File: src/rtl/div_restoring_seq.sv
// Multi-cycle unsigned restoring divider: one shift/trial-subtract per clock,
// start/done handshake, results held until the next division completes.
module div_restoring_seq #(
    parameter int WIDTH = 4
) (
    input  logic             clk,
    input  logic             rst_n,
    input  logic             start,
    input  logic [WIDTH-1:0] dividend,
    input  logic [WIDTH-1:0] divisor,
    output logic             busy,
    output logic             done,
    output logic [WIDTH-1:0] quotient,
    output logic [WIDTH-1:0] remainder,
    output logic             div_by_zero
);

    localparam int CW = $clog2(WIDTH + 1);

    typedef enum logic [1:0] {
        IDLE,
        CALC,
        DONE
    } state_t;

    state_t           state_q, state_d;
    logic [WIDTH-1:0] rem_q, rem_d;
    logic [WIDTH-1:0] quo_w_q, quo_w_d;
    logic [WIDTH-1:0] dsr_q, dsr_d;
    logic [CW-1:0]    cnt_q, cnt_d;
    logic             busy_q, busy_d;
    logic             done_q, done_d;
    logic [WIDTH-1:0] quotient_q, quotient_d;
    logic [WIDTH-1:0] remainder_q, remainder_d;
    logic             dbz_q, dbz_d;
    logic [2*WIDTH-1:0] step;

    // One restoring iteration. The trial value is WIDTH+1 bits so the borrow
    // survives all-ones operands; the restored remainder is always below the
    // divisor, so only WIDTH bits of it need to be kept between iterations.
    function automatic logic [2*WIDTH-1:0] div_step(
        input logic [WIDTH-1:0] r,
        input logic [WIDTH-1:0] q,
        input logic [WIDTH-1:0] d
    );
        logic [WIDTH:0]   r_sh;
        logic [WIDTH-1:0] q_sh;
        r_sh = {r, q[WIDTH-1]};
        q_sh = {q[WIDTH-2:0], 1'b0};
        if (r_sh >= {1'b0, d}) begin
            r_sh    = r_sh - {1'b0, d};
            q_sh[0] = 1'b1;
        end
        return {r_sh[WIDTH-1:0], q_sh};
    endfunction

    always_comb begin
        state_d     = state_q;
        rem_d       = rem_q;
        quo_w_d     = quo_w_q;
        dsr_d       = dsr_q;
        cnt_d       = cnt_q;
        busy_d      = busy_q;
        done_d      = 1'b0;
        quotient_d  = quotient_q;
        remainder_d = remainder_q;
        dbz_d       = dbz_q;
        step        = div_step(rem_q, quo_w_q, dsr_q);

        case (state_q)
            IDLE: begin
                if (start) begin
                    dsr_d   = divisor;
                    quo_w_d = dividend;
                    rem_d   = '0;
                    cnt_d   = CW'(WIDTH);
                    if (divisor != '0) begin
                        state_d = CALC;
                        busy_d  = 1'b1;
                    end else begin
                        state_d = DONE;
                    end
                end
            end
            CALC: begin
                {rem_d, quo_w_d} = step;
                cnt_d            = cnt_q - CW'(1);
                if (cnt_q == CW'(1)) begin
                    state_d = DONE;
                    busy_d  = 1'b0;
                end
            end
            DONE: begin
                done_d  = 1'b1;
                state_d = IDLE;
                // A zero divisor skipped CALC, so the working quotient still
                // holds the original dividend.
                if (dsr_q == '0) begin
                    quotient_d  = '1;
                    remainder_d = quo_w_q;
                    dbz_d       = 1'b1;
                end else begin
                    quotient_d  = quo_w_q;
                    remainder_d = rem_q;
                    dbz_d       = 1'b0;
                end
            end
            default: begin
                state_d = IDLE;
                busy_d  = 1'b0;
            end
        endcase
    end

    always_ff @(posedge clk or negedge rst_n) begin
        if (!rst_n) begin
            state_q     <= IDLE;
            rem_q       <= '0;
            quo_w_q     <= '0;
            dsr_q       <= '0;
            cnt_q       <= '0;
            busy_q      <= 1'b0;
            done_q      <= 1'b0;
            quotient_q  <= '0;
            remainder_q <= '0;
            dbz_q       <= 1'b0;
        end else begin
            state_q     <= state_d;
            rem_q       <= rem_d;
            quo_w_q     <= quo_w_d;
            dsr_q       <= dsr_d;
            cnt_q       <= cnt_d;
            busy_q      <= busy_d;
            done_q      <= done_d;
            quotient_q  <= quotient_d;
            remainder_q <= remainder_d;
            dbz_q       <= dbz_d;
        end
    end

    assign busy        = busy_q;
    assign done        = done_q;
    assign quotient    = quotient_q;
    assign remainder   = remainder_q;
    assign div_by_zero = dbz_q;

endmodule

File: config.mk
export PLATFORM = sky130hd
export DESIGN_NAME = div_restoring_seq
export DESIGN_NICKNAME = d
export VERILOG_FILES = /design/src/rtl/div_restoring_seq.sv
export SDC_FILE = /design/constraint.sdc
export NUM_CORES = 1
export LEC_CHECK = 0
export BUFFER_PORTS_ARGS = -buffer_cell sky130_fd_sc_hd__buf_4
export CORE_MARGIN = 10
export CORE_UTILIZATION = 54
export CTS_CLUSTER_DIAMETER = 40
export DETAILED_ROUTE_END_ITERATION = 7
export PLACE_DENSITY = 0.77
export SETUP_SLACK_MARGIN = 0.2
export SYNTH_ARGS = -nofsm -noshare
export SYNTH_HDL_FRONTEND = slang
export SYNTH_SLANG_ARGS = --single-unit
File: constraint.sdc
create_clock -name clk -period 2.63 [get_ports clk]
set_clock_uncertainty 0.05 [all_clocks]
set_input_delay 0.1315 -clock clk [delete_from_list [all_inputs] [get_ports clk]]
set_output_delay 0.1315 -clock clk [all_outputs]
set_load 0.005 [all_outputs]
==> results.md, run 1 <==
- Routed vias: 1,106
- Crit Reg-Reg Endpoint: rem_q[3]
- Yosys reg bits: 28
- Setup TNS Final: 0 ns
- Post-layout net count: 188
- Most common cell in the netlist: dfrtp_1
- Layout cell share with drive strength beyond 1: 16.7%
- Unrepaired setup endpoints after global routing: false
- Post-synth EDFFs: 0
- DRC: 0
- Fin crit share: 66.7%
- Metal3 WL: 246 um
- Top-area cell type share of the netlist area: 50.1%
- Critical path arrival: 1.96 ns
- TritonCTS Sinks: 28
- Worst path cell trace: inv_1 -> ha_1 -> nor4_1 -> o21ai_1 -> a21o_1 -> o221ai_1
- Post-CTS Setup Bufs: 0
- Family with the most delay on the worst path: compound AO/OA/AOI/OAI gates
- DP Cell Count: 190
- Die height: 70.9 um
- Inserted Clock Buffers: 3
- CP Max Fanout: 5
- R2r startpoint: dsr_q[1]
- Chip width: 70.9 um
- Met1 WL: 1250 um
- Clock latency on the worst-skew pair: 0.33 ns
- Initial antenna violation count: 0
- Syn_area_per_cell: 9.85 sq um
- Syn_nets: 160
- Sequential element share of the synthesized area: 50.1%
- Slew @ Worst Pin: 0.644 ns
- First-pass GRT wire length: 5090 um
- Hold Vio Cnt, Final: 0
- Core ar.: 2480 sq um
- Vias in the first global route: 1,149
- # setup viols final: 0
- Final Max Slew Viols: 0
- IO Count: 22
- Status: finished clean
- CP max stage delay: 0.45 ns
- HP Class: in -> reg
- R2r setup slk: 0.88 ns
- Post-DP HPWL: 2260 um
- Mapped Area: 1400 sq um
- WHS Endpoint: quo_w_q[2]
- Die area: 5030 sq um
- Worst Setup End Kind: register
- Antenna Nets Post-Route: 0
- Iter 0 DRT Violations: 82
- Data required, critical path: 2.83 ns
- Ys async rst share: 100%
- I/O Buffers: 21
- WL per Instance: 15.6 um
- Final non-filler cell total: 198
- CP Launch Type: register
- Main area contributors after synthesis: dfrtp_1 50%, nand2_1 7.2%, ha_1 5.4%, mux2i_1 5.0%, inv_1 3.5%
- CTS Buffer Depth: 2
- Clock-pin slew on the worst setup and hold paths: 0.14 ns
- Initial Util: 56.5%
- Highest metal used: met4
- Max-cap violations: 0
- Fmax: 0.570 GHz
- Via density: 5.59
- Synth Flop Type: dfrtp_1
- Buf/Inv on CP: 1
- Routed wl met2: 1530 um
- Largest area contributor in the netlist: dfrtp_1
- Area grow syn2layout: 18.2%
- Min Clock Period, post-route: 1.75 ns
- Maximum vdd ir drop: 725 uV
- Synth warnings: 0
- GR Overflow Total: 0
- CTS tree: done
- Placer Congestion: 0.810
- Synth unique cells: 30
- R2R depth: 6
- Total track usage: 12.2%
- WL final: 3080 um
- Drt first pass iters: 6
- Worst hold stages: 3
- Crit path depth: 6
- Crit Path Class: reg -> reg
- CP max stage cell: dfrtp_1
- Inserted Diodes: 0
- Most frequent cells after synthesis: 28 x dfrtp_1, 27 x nand2_1, 13 x inv_1, 9 x nor2_1, 9 x o21ai_1
- Pin count of the biggest net entering global routing: 29
- # rows: 18
- Root buf cell: clkbuf_4
- Hold wc startpoint: dividend[2]
- Post-Syn Instances: 142
- Pleak: 0.800 nW
- Headroom to the max-slew limit: 56.8%
- H-tree depth: 1
- Worst setup path startpoint: dsr_q[1]
- Power Dens Cells: 1210 nW/um^2
[final cells by class]
cell class	instances	area (sq um)
Fill cell	204	823
Sequential cell	28	701
Multi-Input combinational cell	97	629
Timing Repair Buffer	27	215
Inverter	13	48.8
Tap cell	30	37.5
Clock buffer	3	22.5
[report_power, final]
group          switching (mW)  internal, mW
clock network           0.123        0.0539
logic                   0.543         0.473
registers               0.181         0.620
[worst register-to-register path: stages (launching register included)]
cell	delay (ns)
dfrtp_1	0.45
inv_1	0.09
ha_1	0.20
nor4_1	0.29
o21ai_1	0.14
a21o_1	0.24
o221ai_1	0.21
[cells by family after synthesis]
family,count (synthesis),share of synthesized area (%)
flops,28,50.1
compound gates,29,12.7
buf+inv,17,4.92
simple gates,50,17.8
fa+ha+maj,7,6.80
xor+xnor,3,1.88
mux,8,5.81
[through the flow]
stage               area, sq um  setup WS (ns)  utilization (%)  hold WS (ns)  power, mW
finish                     1650          0.876             66.8        0.0145       1.99
detailed placement         1580          0.936             63.8        0.0167       1.81
global route               1650          0.799             66.8        0.0283       2.16
global placement           1580           1.01             63.8        0.0150       1.74
CTS                        1650          0.901             66.8        0.0149       2.00
floorplan                  1400           1.10                -        -0.214       1.48
[flip-flops by register name, indices dropped and copies added, names as in the netlist]
register     count
remainder        4
quotient         4
done             1
state_q          2
busy             1
rem_q            4
dsr_q            4
div_by_zero      1
quo_w_q          4
cnt_q            3
[routing by layer]
metal | track usage [%] | vias to the layer above
met2 | 22.5 | 40
met4 | 5.16 | 0
met1 | 12.4 | 526
met5 | 0 | -
li1 | - | 533
met3 | 3.63 | 7
[worst max-delay path by stage]
stage | endpoint | slack, ns
CTS | rem_q[3] | 0.90
detailed placement | quo_w_q[0] | 0.94
floorplan | quo_w_q[0] | 1.10
global route | rem_q[3] | 0.80
finish | rem_q[3] | 0.88
global placement | remainder[1] | 1.01
[placed cells by master, fill, tap and decap left out, types with 2 or more instances in the layout]
cell           synthesis  final
a21oi_1                2      2
buf_4                  0     22
clkbuf_4               0      3
dfrtp_1               28     28
dlygate4sd3_1          0      5
ha_1                   6      6
inv_1                 13     13
mux2i_1                7      7
nand2_1               27     27
nand2b_1               2      2
nand3b_1               2      2
nor2_1                 9      9
nor2b_1                3      3
nor4_1                 2      2
o21ai_0                8      8
o21ai_1                9      9
o221ai_1               4      4
xnor2_1                2      2
[repair_timing]
action                    CTS  global route
hold endpoints to repair   32             0
hold buffers                5             0
gates resized for setup     0             0
Power figures use the tool's default switching activity.
==> run 2: changes to the inputs <==
Clock period 2.63 ns to 1.65 ns, I/O delays scaled along.
==> run 2 against run 1 <==
Effect of this change:
- register-to-register slack worse by 0.86 ns
- critical endpoint is now rem_q[2]
- sequential power up 60%
- final cell count up 11%
- sequential cell count unchanged
- setup slack worse by 0.86 ns
- first-iteration DRC count up 4.9%
- sequential share of layout area down 6.5 points
- power up 110%
==> results.md, run 2 (synthesized netlist as in run 1, its figures left out) <==
- Initial antenna violation count: 0 (unchanged)
- I/O Buffers: 21 (unchanged)
- Hold Vio Cnt, Final: 0 (unchanged)
- Critical path arrival: 1.82 ns (was 1.96 ns)
- Root buf cell: clkbuf_4 (unchanged)
- Switching Power: 1.65 mW (was 0.847 mW)
- # rows: 18 (unchanged)
- Maximum vdd ir drop: 1580 uV (was 725 uV)
- Headroom to the max-slew limit: 75.4% (was 56.8%)
- CP Max Fanout: 3 (was 5)
- # setup viols final: 0 (unchanged)
- Drt first pass iters: 5 (was 6)
- Vias in the first global route: 1,275 (was 1,149)
- Worst Setup End Kind: register (unchanged)
- Comb power frac: 57.4% (was 51.0%)
- Pleak: 0.916 nW (was 0.800 nW)
- Min Clock Period, post-route: 1.63 ns (was 1.75 ns)
- Chip width: 70.9 um (unchanged)
- Final Max Slew Viols: 0 (unchanged)
- Crit Path Class: reg -> reg (unchanged)
- Seq pwr share: 31.2% (was 40.2%)
- Die area: 5030 sq um (unchanged)
- Post-layout net count: 208 (was 188)
- Clock Power Share: 11.4% (was 8.9%)
- HP Class: in -> reg (unchanged)
- Iter 0 DRT Violations: 86 (was 82)
- WL per Instance: 16.6 um (was 15.6 um)
- CP Launch Type: register (unchanged)
- Max-cap violations: 0 (unchanged)
- Fill cells: 159 (was 204)
- CTS Buffer Depth: 2 (unchanged)
- Clock latency on the worst-skew pair: 0.35 ns (was 0.33 ns)
- Inserted Diodes: 0 (unchanged)
- Cell-internal power: 2.45 mW (was 1.15 mW)
- TritonCTS Sinks: 28 (unchanged)
- Layout cell share with drive strength beyond 1: 33.3% (was 16.7%)
- H-tree depth: 1 (unchanged)
- Unrepaired setup endpoints after global routing: true (was false)
- Setup TNS Final: 0 ns (unchanged)
- Initial Util: 56.5% (unchanged)
- Total power draw: 4.10 mW (was 1.99 mW)
- Total track usage: 13.9% (was 12.2%)
- Antenna Nets Post-Route: 0 (unchanged)
- Routed vias: 1,212 (was 1,106)
- Fin crit share: 98.7% (was 66.7%)
- Pin count of the biggest net entering global routing: 29 (unchanged)
- Sw frac: 40.3% (was 42.5%)
- Most frequent cells in the layout: 36 x buf_4, 27 x nand2_1, 25 x dfrtp_1, 10 x inv_1 (was 28 x dfrtp_1, 27 x nand2_1, 22 x buf_4, 13 x inv_1)
- Commonest non-fill, non-tap cell in the layout: buf_4 (was dfrtp_1)
- Fmax: 0.614 GHz (was 0.570 GHz)
- IO Count: 22 (unchanged)
- Power Dens Cells: 2090 nW/um^2 (was 1210 nW/um^2)
- Data required, critical path: 1.84 ns (was 2.83 ns)
- Area grow syn2layout: 40.3% (was 18.2%)
- Post-DP HPWL: 2360 um (was 2260 um)
- Via density: 5.53 (was 5.59)
- DRC: 0 (unchanged)
- Clock-pin slew on the worst setup and hold paths: 0.16 ns (was 0.14 ns)
- Die height: 70.9 um (unchanged)
- Core ar.: 2480 sq um (unchanged)
- Status: finished clean (unchanged)
- Setup ws final: 0.0212 ns (was 0.876 ns)
- Slew @ Worst Pin: 0.368 ns (was 0.644 ns)
- CTS tree: done (unchanged)
- Inserted Clock Buffers: 3 (unchanged)
- Pre-CTS WS: 0.0113 ns (was 0.936 ns)
- First-pass GRT wire length: 5790 um (was 5090 um)
- WL final: 3650 um (was 3080 um)
- Placer Congestion: 0.815 (was 0.810)
- Core Util, Final: 79.2% (was 66.8%)
- GR Overflow Total: 0 (unchanged)
## run 2: layout make-up
type / count / area [sq um] / area share [%]
repair buffers: 47 / 383 / 19.5
clock buffers: 3 / 22.5 / 1.15
multi-input cells: 97 / 736 / 37.5
well taps: 30 / 37.5 / 1.91
clock inverters: 1 / 30.0 / 1.53
inverters: 13 / 48.8 / 2.49
flip-flops and latches: 28 / 704 / 35.9
## run 2: power by group through the flow
| stage | sequential (mW) | combinational [mW] | clock, mW |
|---|---|---|---|
| after floorplan | 1.22 | 1.17 | 0 |
| after global placement | 1.27 | 1.61 | 0 |
| after detailed placement | 1.29 | 1.67 | 0 |
| after CTS | 1.26 | 2.19 | 0.465 |
| after global routing | 1.32 | 2.57 | 0.491 |
| final | 1.28 | 2.35 | 0.467 |
## run 2: layer usage
layer	wire, um	up-vias	global-route usage (%)
met5	0	-	0
met1	1500	585	15.4
met4	84	0	6.02
met2	1900	37	24.3
met3	167	11	3.63
li1	-	579	-
## run 2: what timing repair did
action                     in CTS  in global routing
hold buffers                    9                  0
buffers inserted                9                  2
setup endpoints to repair      13                 17
resized for setup              17                  6
hold endpoints to repair       36                  0
pin swaps                       9                  6
## run 2: final timing paths
path,startpoint,endpoint,slack [ns],depth (start not counted)
worst max register to register,rem_q[0],rem_q[2],0.02,5
worst max-delay path,rem_q[0],rem_q[2],0.02,5
worst min-delay path,dividend[0],quo_w_q[0],0.11,4
min in group asynchronous,rst_n,div_by_zero,0.13,2
worst min register to register,cnt_q[1],cnt_q[1],0.45,2
max in group asynchronous,rst_n,dsr_q[1],1.14,2
## run 2: metrics by stage
step | instances | instance area (sq um) | hold slack [ns]
finish | 219 | 1960 | 0.110
floorplan | 142 | 1410 | -0.263
detailed placement | 195 | 1630 | -0.0330
CTS | 217 | 1920 | 0.0413
global route | 219 | 1960 | 0.0966
global placement | 195 | 1630 | -0.0352
## run 2: critical path, cell delays in order (launching register included)
cell,delay [ns]
dfrtp_1,0.45
buf_4,0.16
inv_1,0.08
fa_1,0.44
xor2_1,0.21
o221ai_1,0.14
==> run 3: changes to the inputs <==
Settings changed: BUFFER_PORTS_ARGS -buffer_cell sky130_fd_sc_hd__buf_4 to -buffer_cell sky130_fd_sc_hd__buf_2.
==> run 3 against run 2 <==
Effect of this change:
- die area unchanged
- cell area decreased by 4.1%
- critical path type unchanged
- critical endpoint is now quo_w_q[0]
- largest cell class unchanged
- maximum frequency increased by 3.3%
==> results.md, run 3 (synthesized netlist as in run 1, its figures left out) <==
- Antenna Nets Post-Route: 0 (unchanged)
- R2R depth: 6 (was 5)
- Initial antenna violation count: 0 (unchanged)
- CTS tree: done (unchanged)
- Fill cells: 165 (was 159)
- WL final: 3190 um (was 3650 um)
- Inserted Clock Buffers: 3 (unchanged)
- Inserted Diodes: 0 (unchanged)
- GR Overflow Total: 0 (unchanged)
- Cell-internal power: 2.34 mW (was 2.45 mW)
- Fmax: 0.634 GHz (was 0.614 GHz)
- Iter 0 DRT Violations: 66 (was 86)
- Slew @ Worst Pin: 0.625 ns (was 0.368 ns)
- Min Clock Period, post-route: 1.58 ns (was 1.63 ns)
- Maximum vdd ir drop: 1340 uV (was 1580 uV)
- Initial Util: 56.5% (unchanged)
- # setup viols final: 0 (unchanged)
- Total track usage: 12.3% (was 13.9%)
- Routed vias: 1,173 (was 1,212)
- Worst Setup End Kind: register (unchanged)
- # rows: 18 (unchanged)
- Sequential cell area: 702 sq um (was 704 sq um)
- R2r startpoint: quo_w_q[3] (was rem_q[0])
- Final Max Slew Viols: 0 (unchanged)
- CP Max Fanout: 5 (was 3)
- Sw frac: 39.7% (was 40.3%)
- Pin count of the biggest net entering global routing: 29 (unchanged)
- Die height: 70.9 um (unchanged)
- Status: finished clean (unchanged)
- CTS Buffer Depth: 2 (unchanged)
- Die area: 5030 sq um (unchanged)
- TritonCTS Sinks: 28 (unchanged)
- IO Count: 22 (unchanged)
- Placer Congestion: 0.828 (was 0.815)
- Clock Power Share: 11.6% (was 11.4%)
- Data required, critical path: 1.83 ns (was 1.84 ns)
- Worst hold stages: 3 (was 4)
- H-tree depth: 1 (unchanged)
- Hold Vio Cnt, Final: 0 (unchanged)
- Hold wc startpoint: dividend[1] (was dividend[0])
- Power Dens Cells: 2070 nW/um^2 (was 2090 nW/um^2)
- CP Launch Type: register (unchanged)
- Crit Path Class: reg -> reg (unchanged)
- Vias in the first global route: 1,226 (was 1,275)
- Crit Reg-Reg Endpoint: quo_w_q[0] (was rem_q[2])
- Fin crit share: 95.6% (was 98.7%)
- WL per Instance: 14.6 um (was 16.6 um)
- Root buf cell: clkbuf_4 (unchanged)
- R2r setup slk: 0.07 ns (was 0.02 ns)
- Most frequent cells in the layout: 27 x nand2_1, 27 x dfrtp_1, 21 x buf_2, 14 x buf_4, 11 x inv_1 (was 36 x buf_4, 27 x nand2_1, 25 x dfrtp_1, 10 x inv_1)
- Switching Power: 1.54 mW (was 1.65 mW)
- Area grow syn2layout: 34.5% (was 40.3%)
- DRC: 0 (unchanged)
- Pre-CTS WS: 0.0447 ns (was 0.0113 ns)
- HP Class: in -> reg (unchanged)
- Seq pwr share: 32.2% (was 31.2%)
- Core ar.: 2480 sq um (unchanged)
- Layout cell share with drive strength beyond 1: 31.9% (was 33.3%)
- Drt first pass iters: 4 (was 5)
- WHS Endpoint: quo_w_q[1] (was quo_w_q[0])
- Setup TNS Final: 0 ns (unchanged)
- Post-DP HPWL: 2280 um (was 2360 um)
- Area occupied by multi-input gates: 717 sq um (was 736 sq um)
- Via density: 5.38 (was 5.53)
- Unrepaired setup endpoints after global routing: true (unchanged)
- Critical path arrival: 1.76 ns (was 1.82 ns)
- Comb power frac: 56.3% (was 57.4%)
- Total power draw: 3.89 mW (was 4.10 mW)
- Chip width: 70.9 um (unchanged)
- Clock latency on the worst-skew pair: 0.32 ns (was 0.35 ns)
- Headroom to the max-slew limit: 58.4% (was 75.4%)
- First-pass GRT wire length: 5240 um (was 5790 um)
- Max-cap violations: 0 (unchanged)
- Pleak: 0.904 nW (was 0.916 nW)
- Setup ws final: 0.0729 ns (was 0.0212 ns)
- Post-layout net count: 207 (was 208)
- I/O Buffers: 21 (unchanged)
- Clock-pin slew on the worst setup and hold paths: 0.15 ns (was 0.16 ns)
## run 3: changes by cell type in the layout (fill, tap and decap cells not counted), sizes merged
cell,previous run,this run
dlygate4sd3,9,8
## run 3: how the worst max path moves through the flow
stage                    start    endpoint  slack (ns)
floorplan             dsr_q[3]  quo_w_q[0]        0.17
global placement      dsr_q[3]  quo_w_q[0]        0.09
detailed placement    dsr_q[1]  quo_w_q[0]        0.04
CTS                   rem_q[1]  quo_w_q[0]        0.12
global route        quo_w_q[3]  quo_w_q[0]        0.02
finish              quo_w_q[3]  quo_w_q[0]        0.07
## run 3: per-stage QoR
stage                     hold WS, ns  utilization [%]  cells  cell area [sq um]
after floorplan                -0.263                -    142               1410
after global placement         0.0731             64.1    196               1590
after detailed placement       0.0806             64.1    196               1590
after CTS                      0.0134             72.5    215               1800
after global routing           0.0602             76.0    218               1880
final                          0.0219             76.0    218               1880
## run 3: critical path, cell delays in order, from the launching register on
cell	delay, ns
dfrtp_1	0.41
inv_2	0.06
ha_1	0.30
nor2b_1	0.18
o21ai_2	0.08
a21o_1	0.21
a22o_1	0.20
## run 3: what timing repair did
action                     4_1_cts  5_1_grt
setup buffers                    7        3
hold endpoints to repair        35        0
hold buffers                     8        0
pin swaps                        8        5
setup endpoints to repair       13       13
gates resized for setup          8       13
## run 3: power groups by stage
stage | clock network, mW | registers, mW | logic, mW
final | 0.449 | 1.25 | 2.19
after global routing | 0.488 | 1.29 | 2.41
after CTS | 0.466 | 1.24 | 1.90
after detailed placement | 0 | 1.28 | 1.63
after global placement | 0 | 1.26 | 1.57
after floorplan | 0 | 1.22 | 1.17
## run 3: area by class of cell
class                      count  area share [%]
inverter                      13            2.59
timing repair buffer          46            17.2
multi-input combinational     97            38.1
tap                           30            1.99
sequential                    28            37.3
clock inverter                 1            1.60
clock buffer                   3            1.20
## run 3: layer usage
metal	wire length [um]	share of wire (%)	track usage [%]	up-vias
li1	-	-	-	571
met1	1390	44	14.2	552
met2	1530	48	21.0	43
met3	206	6.5	3.07	7
met4	61	1.9	5.16	0
met5	0	0	0	-
